===== src/rtl/demux_seq_pkg.sv =====
// ----------------------------------------------------------------------------
// demux_seq_pkg : shared encodings and helpers for the demux select sequencer
// Revision      : 1.0
// ----------------------------------------------------------------------------
`default_nettype none

package demux_seq_pkg;

  localparam int N_CH  = 8;
  localparam int SEL_W = 3;

  localparam logic [1:0] ST_IDLE   = 2'd0;
  localparam logic [1:0] ST_SETTLE = 2'd1;
  localparam logic [1:0] ST_DRIVE  = 2'd2;

  function automatic logic [SEL_W-1:0] next_ch(input logic [SEL_W-1:0] ch);
    return (ch == SEL_W'(N_CH - 1)) ? '0 : ch + 1'b1;
  endfunction

endpackage

`default_nettype wire


===== src/rtl/demux_hold_cnt.sv =====
// ----------------------------------------------------------------------------
// demux_hold_cnt : loadable down-counter timing the DRIVE phase
// Revision       : 1.0
// ----------------------------------------------------------------------------
`default_nettype none

module demux_hold_cnt #(
  parameter int HOLD_W = 4
) (
  input  logic              clk,
  input  logic              rst,
  input  logic              load_i,
  input  logic              en_i,
  input  logic [HOLD_W-1:0] load_val_i,
  output logic              zero_o
);

  logic [HOLD_W-1:0] cnt_q;

  always_ff @(posedge clk) begin
    if (rst) begin
      cnt_q <= '0;
    end else if (load_i) begin
      cnt_q <= load_val_i;
    end else if (en_i && (cnt_q != '0)) begin
      cnt_q <= cnt_q - 1'b1;
    end
  end

  assign zero_o = (cnt_q == '0);

endmodule

`default_nettype wire


===== src/rtl/demux_sel_sequencer.sv =====
// ----------------------------------------------------------------------------
// demux_sel_sequencer : request/scan sequencer driving a 1x8 demux Din and S
// Revision            : 1.0
// ----------------------------------------------------------------------------
`default_nettype none

module demux_sel_sequencer
  import demux_seq_pkg::*;
#(
  parameter int HOLD_W    = 4,
  parameter int SCAN_HOLD = 1
) (
  input  logic              clk,
  input  logic              rst,
  input  logic              req_valid,
  output logic              req_ready,
  input  logic [SEL_W-1:0]  req_ch,
  input  logic              req_data,
  input  logic [HOLD_W-1:0] req_hold,
  input  logic              scan_en,
  output logic              Din,
  output logic [SEL_W-1:0]  S,
  output logic              busy,
  output logic              done
);

  logic [1:0]        state_q, state_d;
  logic [SEL_W-1:0]  ch_q, scan_ptr_q;
  logic              data_q, is_req_q;
  logic [HOLD_W-1:0] hold_q;
  logic [SEL_W-1:0]  s_q, s_d;
  logic              din_q, din_d, busy_q, busy_d, done_q, done_d, ready_q, ready_d;

  logic              w_idle, w_start, w_cnt_zero, w_drive_end, w_cnt_load;
  logic [SEL_W-1:0]  w_new_ch;
  logic              w_new_data;
  logic [HOLD_W-1:0] w_new_hold, w_load_val;

  // A pending request always wins over starting a scan transaction.
  assign w_idle      = (state_q == ST_IDLE);
  assign w_start     = w_idle && (req_valid || scan_en);
  assign w_new_ch    = req_valid ? req_ch   : scan_ptr_q;
  assign w_new_data  = req_valid ? req_data : 1'b1;
  assign w_new_hold  = req_valid ? req_hold : HOLD_W'(SCAN_HOLD);
  assign w_drive_end = (state_q == ST_DRIVE) && w_cnt_zero;

  // State register
  always_ff @(posedge clk) begin
    if (rst) state_q <= ST_IDLE;
    else     state_q <= state_d;
  end

  // Next-state logic
  always_comb begin
    state_d = state_q;
    case (state_q)
      ST_IDLE:   if (w_start) state_d = (w_new_ch != s_q) ? ST_SETTLE : ST_DRIVE;
      ST_SETTLE: state_d = ST_DRIVE;
      ST_DRIVE:  if (w_cnt_zero) state_d = ST_IDLE;
      default:   state_d = ST_IDLE;
    endcase
  end

  // Output logic, computed for the state being entered and then registered
  always_comb begin
    s_d     = w_start ? w_new_ch : s_q;
    din_d   = 1'b0;
    if (state_d == ST_DRIVE) din_d = w_idle ? w_new_data : data_q;
    busy_d  = (state_d != ST_IDLE);
    done_d  = w_drive_end && is_req_q;
    ready_d = (state_d == ST_IDLE);
  end

  always_ff @(posedge clk) begin
    if (rst) begin
      s_q     <= '0;
      din_q   <= 1'b0;
      busy_q  <= 1'b0;
      done_q  <= 1'b0;
      ready_q <= 1'b1;
    end else begin
      s_q     <= s_d;
      din_q   <= din_d;
      busy_q  <= busy_d;
      done_q  <= done_d;
      ready_q <= ready_d;
    end
  end

  always_ff @(posedge clk) begin
    if (rst) begin
      ch_q       <= '0;
      data_q     <= 1'b0;
      hold_q     <= '0;
      is_req_q   <= 1'b0;
      scan_ptr_q <= '0;
    end else begin
      if (w_start) begin
        ch_q     <= w_new_ch;
        data_q   <= w_new_data;
        hold_q   <= w_new_hold;
        is_req_q <= req_valid;
      end
      if (w_drive_end && !is_req_q) scan_ptr_q <= next_ch(ch_q);
    end
  end

  // Counter is loaded on the edge that enters DRIVE, from either IDLE or SETTLE.
  assign w_cnt_load = (w_idle && w_start && (state_d == ST_DRIVE)) || (state_q == ST_SETTLE);
  assign w_load_val = w_idle ? w_new_hold : hold_q;

  demux_hold_cnt #(
    .HOLD_W (HOLD_W)
  ) u_hold_cnt (
    .clk        (clk),
    .rst        (rst),
    .load_i     (w_cnt_load),
    .en_i       (state_q == ST_DRIVE),
    .load_val_i (w_load_val),
    .zero_o     (w_cnt_zero)
  );

  assign S         = s_q;
  assign Din       = din_q;
  assign busy      = busy_q;
  assign done      = done_q;
  assign req_ready = ready_q;

endmodule

`default_nettype wire

===== config.mk =====
export PLATFORM = sky130hd
export DESIGN_NAME = demux_sel_sequencer
export DESIGN_NICKNAME = d
export VERILOG_FILES = /design/src/rtl/demux_seq_pkg.sv /design/src/rtl/demux_hold_cnt.sv /design/src/rtl/demux_sel_sequencer.sv
export SDC_FILE = /design/constraint.sdc
export NUM_CORES = 1
export LEC_CHECK = 0
export CAP_MARGIN = 20
export CORE_AREA = 5 5 53 55
export CTS_BUF_LIST = sky130_fd_sc_hd__clkbuf_8
export CTS_CLUSTER_SIZE = 40
export DETAILED_ROUTE_END_ITERATION = 16
export DIE_AREA = 0 0 58 60
export GPL_TIMING_DRIVEN = 0
export PLACE_DENSITY = 0.84
export SYNTH_ARGS = -nofsm -noshare
export SYNTH_HDL_FRONTEND = slang
export SYNTH_HIERARCHICAL = 1
export SYNTH_SLANG_ARGS = --single-unit

===== constraint.sdc =====
create_clock -name clk -period 3 [get_ports clk]
set_input_delay 0.6 -clock clk [delete_from_list [all_inputs] [get_ports clk]]
set_output_delay 0.6 -clock clk [all_outputs]
set_load 0.1 [all_outputs]

==> results.md <==
- Nets: 154
- Power per standard cell area: 1070 mW/mm^2
- Detailed-route DRC error count: 0
- Core Footprint: 0.00234 sq mm
- Actual slew at the worst max-slew pin: 0.974 ns
- RSZ-0062 raised after global routing: no
- Total Die Area: 0.00348 sq mm
- Final Wtd Congestion: 0.770
- Leakage power: 0.512 nW
- Status: completed
- Layout cells sized above 1: 0.101
- Htree depth: 1
- Worst Hold End: scan_ptr_q[0]
- Slew margin rel.: 0.349
- Period minus WS final: 2.47 ns
- Buffers on Ports: 17
- Delay-heaviest family, CP: buffers and inverters
- Clock Tree Buf Depth: 2
- Routed via count: 905
- Inserted Clock Buffers: 3
- N_diodes: 0
- Most common cell after layout, fill and taps aside: dfxtp_1
- Post-synth EDFFs: 0
- Fmax: 404 MHz
- Ys async rst share: 0
- Vias in the first global route: 855
- Top-area cell type share of the netlist area: 0.410
- Tot Pwr: 1.43 mW
- Starting Density: 0.458
- Synth Flop Type: dfxtp_1
- Class of the worst hold path: flop to flop
- Hold-critical path depth: 2
- Routed wire length: 2250 um
- WP data required: 2.40 ns
- Clock skew after layout: 0.000995 ns
- Post-CTS Setup Bufs: 0
- Most frequent cells in the layout: dfxtp_1, nor2_1, clkdlybuf4s50_1
- Clk sinks: 22
- Max-cap violation count: 0
- Top Layer Used: met4
- Synthesis Warnings: 6
- Seq pwr share: 0.314
- Gate Count Post-Synth: 117
- Pre-antenna DRT Iters: 4
- Maximum number of pins on one net before global-route repair: 13
- VDD IR-drop max: 0.863 mV
- Metal2 WL: 1160 um
- Met3 wire length: 54 um
- Placed Area: 0.00128 sq mm
- Reg2Reg Depth: 8
- Final Slew Violations: 0
- R2r setup slk: 0.95 ns
- Dominant cell type by area after synthesis: dfxtp_1
- P&R area growth vs syn: 24.5%
- CP max-delay cell: clkdlybuf4s50_1
- Die extent in y: 60 um
- Logic pwr share: 0.536
- Area contributors post-synth: dfxtp_1, nor2_1, mux2i_1
- Total Routing Usage GR: 0.142
- # IOs: 19
- Worst-Skew Late Latency: 0.27 ns
- Total internal power: 749 uW
- Syn Nets: 132
- Buffers & Inverters on Critical Path: 1
- Sw frac: 0.478
- Syn_area_per_cell: 9.18 sq um
- Drt wl/cell: 13.4 um
- Number of vias per cell: 5.39
- Area of the mapped netlist: 0.00107 sq mm
- Total gr overflow: 0
- Critical R2R Launch: u_hold_cnt/cnt_q[0]
- Clock root cell: clkbuf_8
- Tcrit/Tclk final: 0.824
- Antenna violations before repair: 0
- Setup TNS: 0 ns
- Critical path fanouts, max: 5
- # fillers: 219
- Worst Setup Path Type: flop to primary output
- P_sw: 685 uW
- CTS tree: done
- Wire length on met1: 981 um
- Critical path depth: 1
- Number of routed nets with antenna violations: 0
- R2r endpoint: Din
- Final Hold Fails: 0
- Sequential share of the synthesized area: 0.410
- Final instance area: 0.00134 sq mm
- First-pass GRT wire length: 3710 um
- Chip width: 58 um
- Clock power share: 0.150
- Setup violators final: 0
- Final HPWL DP: 1730 um
- CTS clk-pin slew, worst paths: 0.08 ns
- Hold Crit Start: scan_ptr_q[0]
- Cts hold-fix bufs: 0
- Largest stage delay on the critical path: 1.18 ns
- Synth cell types: 39
- Yosys reg bits: 22
- CP arrival: 1.87 ns
- Cts repair resizes: 0
- Site Rows: 18
- Crit start category: flop
- DR iter-0 viols: 14
- Endpoint type of the worst setup path: primary output
- Critical Path, Cell by Cell: clkdlybuf4s50_1
-- metal layers --
metal / global-route usage / vias to the layer above
li1: - / 462
met1: 0.151 / 428
met2: 0.258 / 10
met3: 0.0194 / 5
met4: 0.0993 / 0
met5: 0 / -
-- Yosys cell counts, types with 2 or more instances --
cell	number
inv_1	6
clkbuf_1	2
a311oi_1	2
a21oi_1	5
a211oi_1	4
dfxtp_1	22
mux2i_1	4
o22ai_1	2
o21ai_0	4
nand2_1	8
nor2_1	19
a22oi_1	3
a21o_1	2
nor3_1	3
ha_1	3
xnor2_1	3
a22o_1	3
-- cell type report --
| cell class | count | area, sq um | area share |
|---|---|---|---|
| multi-input combinational | 85 | 587 | 0.439 |
| timing repair buffer | 17 | 170 | 0.127 |
| clock buffer | 4 | 55.1 | 0.0412 |
| sequential | 22 | 440 | 0.330 |
| tap | 30 | 37.5 | 0.0281 |
| inverter | 6 | 22.5 | 0.0169 |
| buffer | 4 | 23.8 | 0.0178 |
-- power groups by stage --
stage / Clock [mW] / Combinational [mW] / Sequential (mW)
after floorplan: 0 / 0.377 / 0.678
after global placement: 0 / 0.751 / 0.449
after detailed placement: 0 / 0.766 / 0.456
after CTS: 0.220 / 0.770 / 0.450
after global routing: 0.229 / 0.821 / 0.463
final: 0.216 / 0.768 / 0.450
-- how the worst max path moves through the flow --
stage               startpoint                  end  slack (ns)
floorplan              ch_q[1]  u_hold_cnt/cnt_q[1]        0.81
global placement     req_ch[1]  u_hold_cnt/cnt_q[1]        0.55
detailed placement   req_ch[1]  u_hold_cnt/cnt_q[1]        0.47
CTS                    ch_q[0]                 S[0]        0.52
global route           ch_q[0]                 S[0]        0.49
finish                 ch_q[0]                 S[0]        0.53
-- registers in the layout, indices dropped and copies added, names as in the netlist --
register and count:
hold_q 4, u_hold_cnt/cnt_q 4, ch_q 3, scan_ptr_q 3
state_q 2, Din 1, busy 1, data_q 1
done 1, is_req_q 1, req_ready 1
-- stage by stage --
stage	util	hold slack, ns	cells	setup WS (ns)
final	0.571	0.489	168	0.528
after global routing	0.571	0.521	168	0.490
after CTS	0.571	0.491	168	0.519
after detailed placement	0.547	0.480	164	0.466
after global placement	0.547	0.469	164	0.547
after floorplan	-	0.449	117	0.809
-- cell families (layout without fill, tap and decap cells) --
logic type,Yosys count,count (layout),share of synthesized area
xor gates and xnor gates,3,3,0.0245
adders and majority gates,3,3,0.0350
muxes,4,4,0.0373
and+or+nand+nor,43,43,0.212
buffers and inverters,10,31,0.0431
AOI/OAI and AO/OA,32,32,0.238
DFF,22,22,0.410
(Power assumes the default switching activity.)
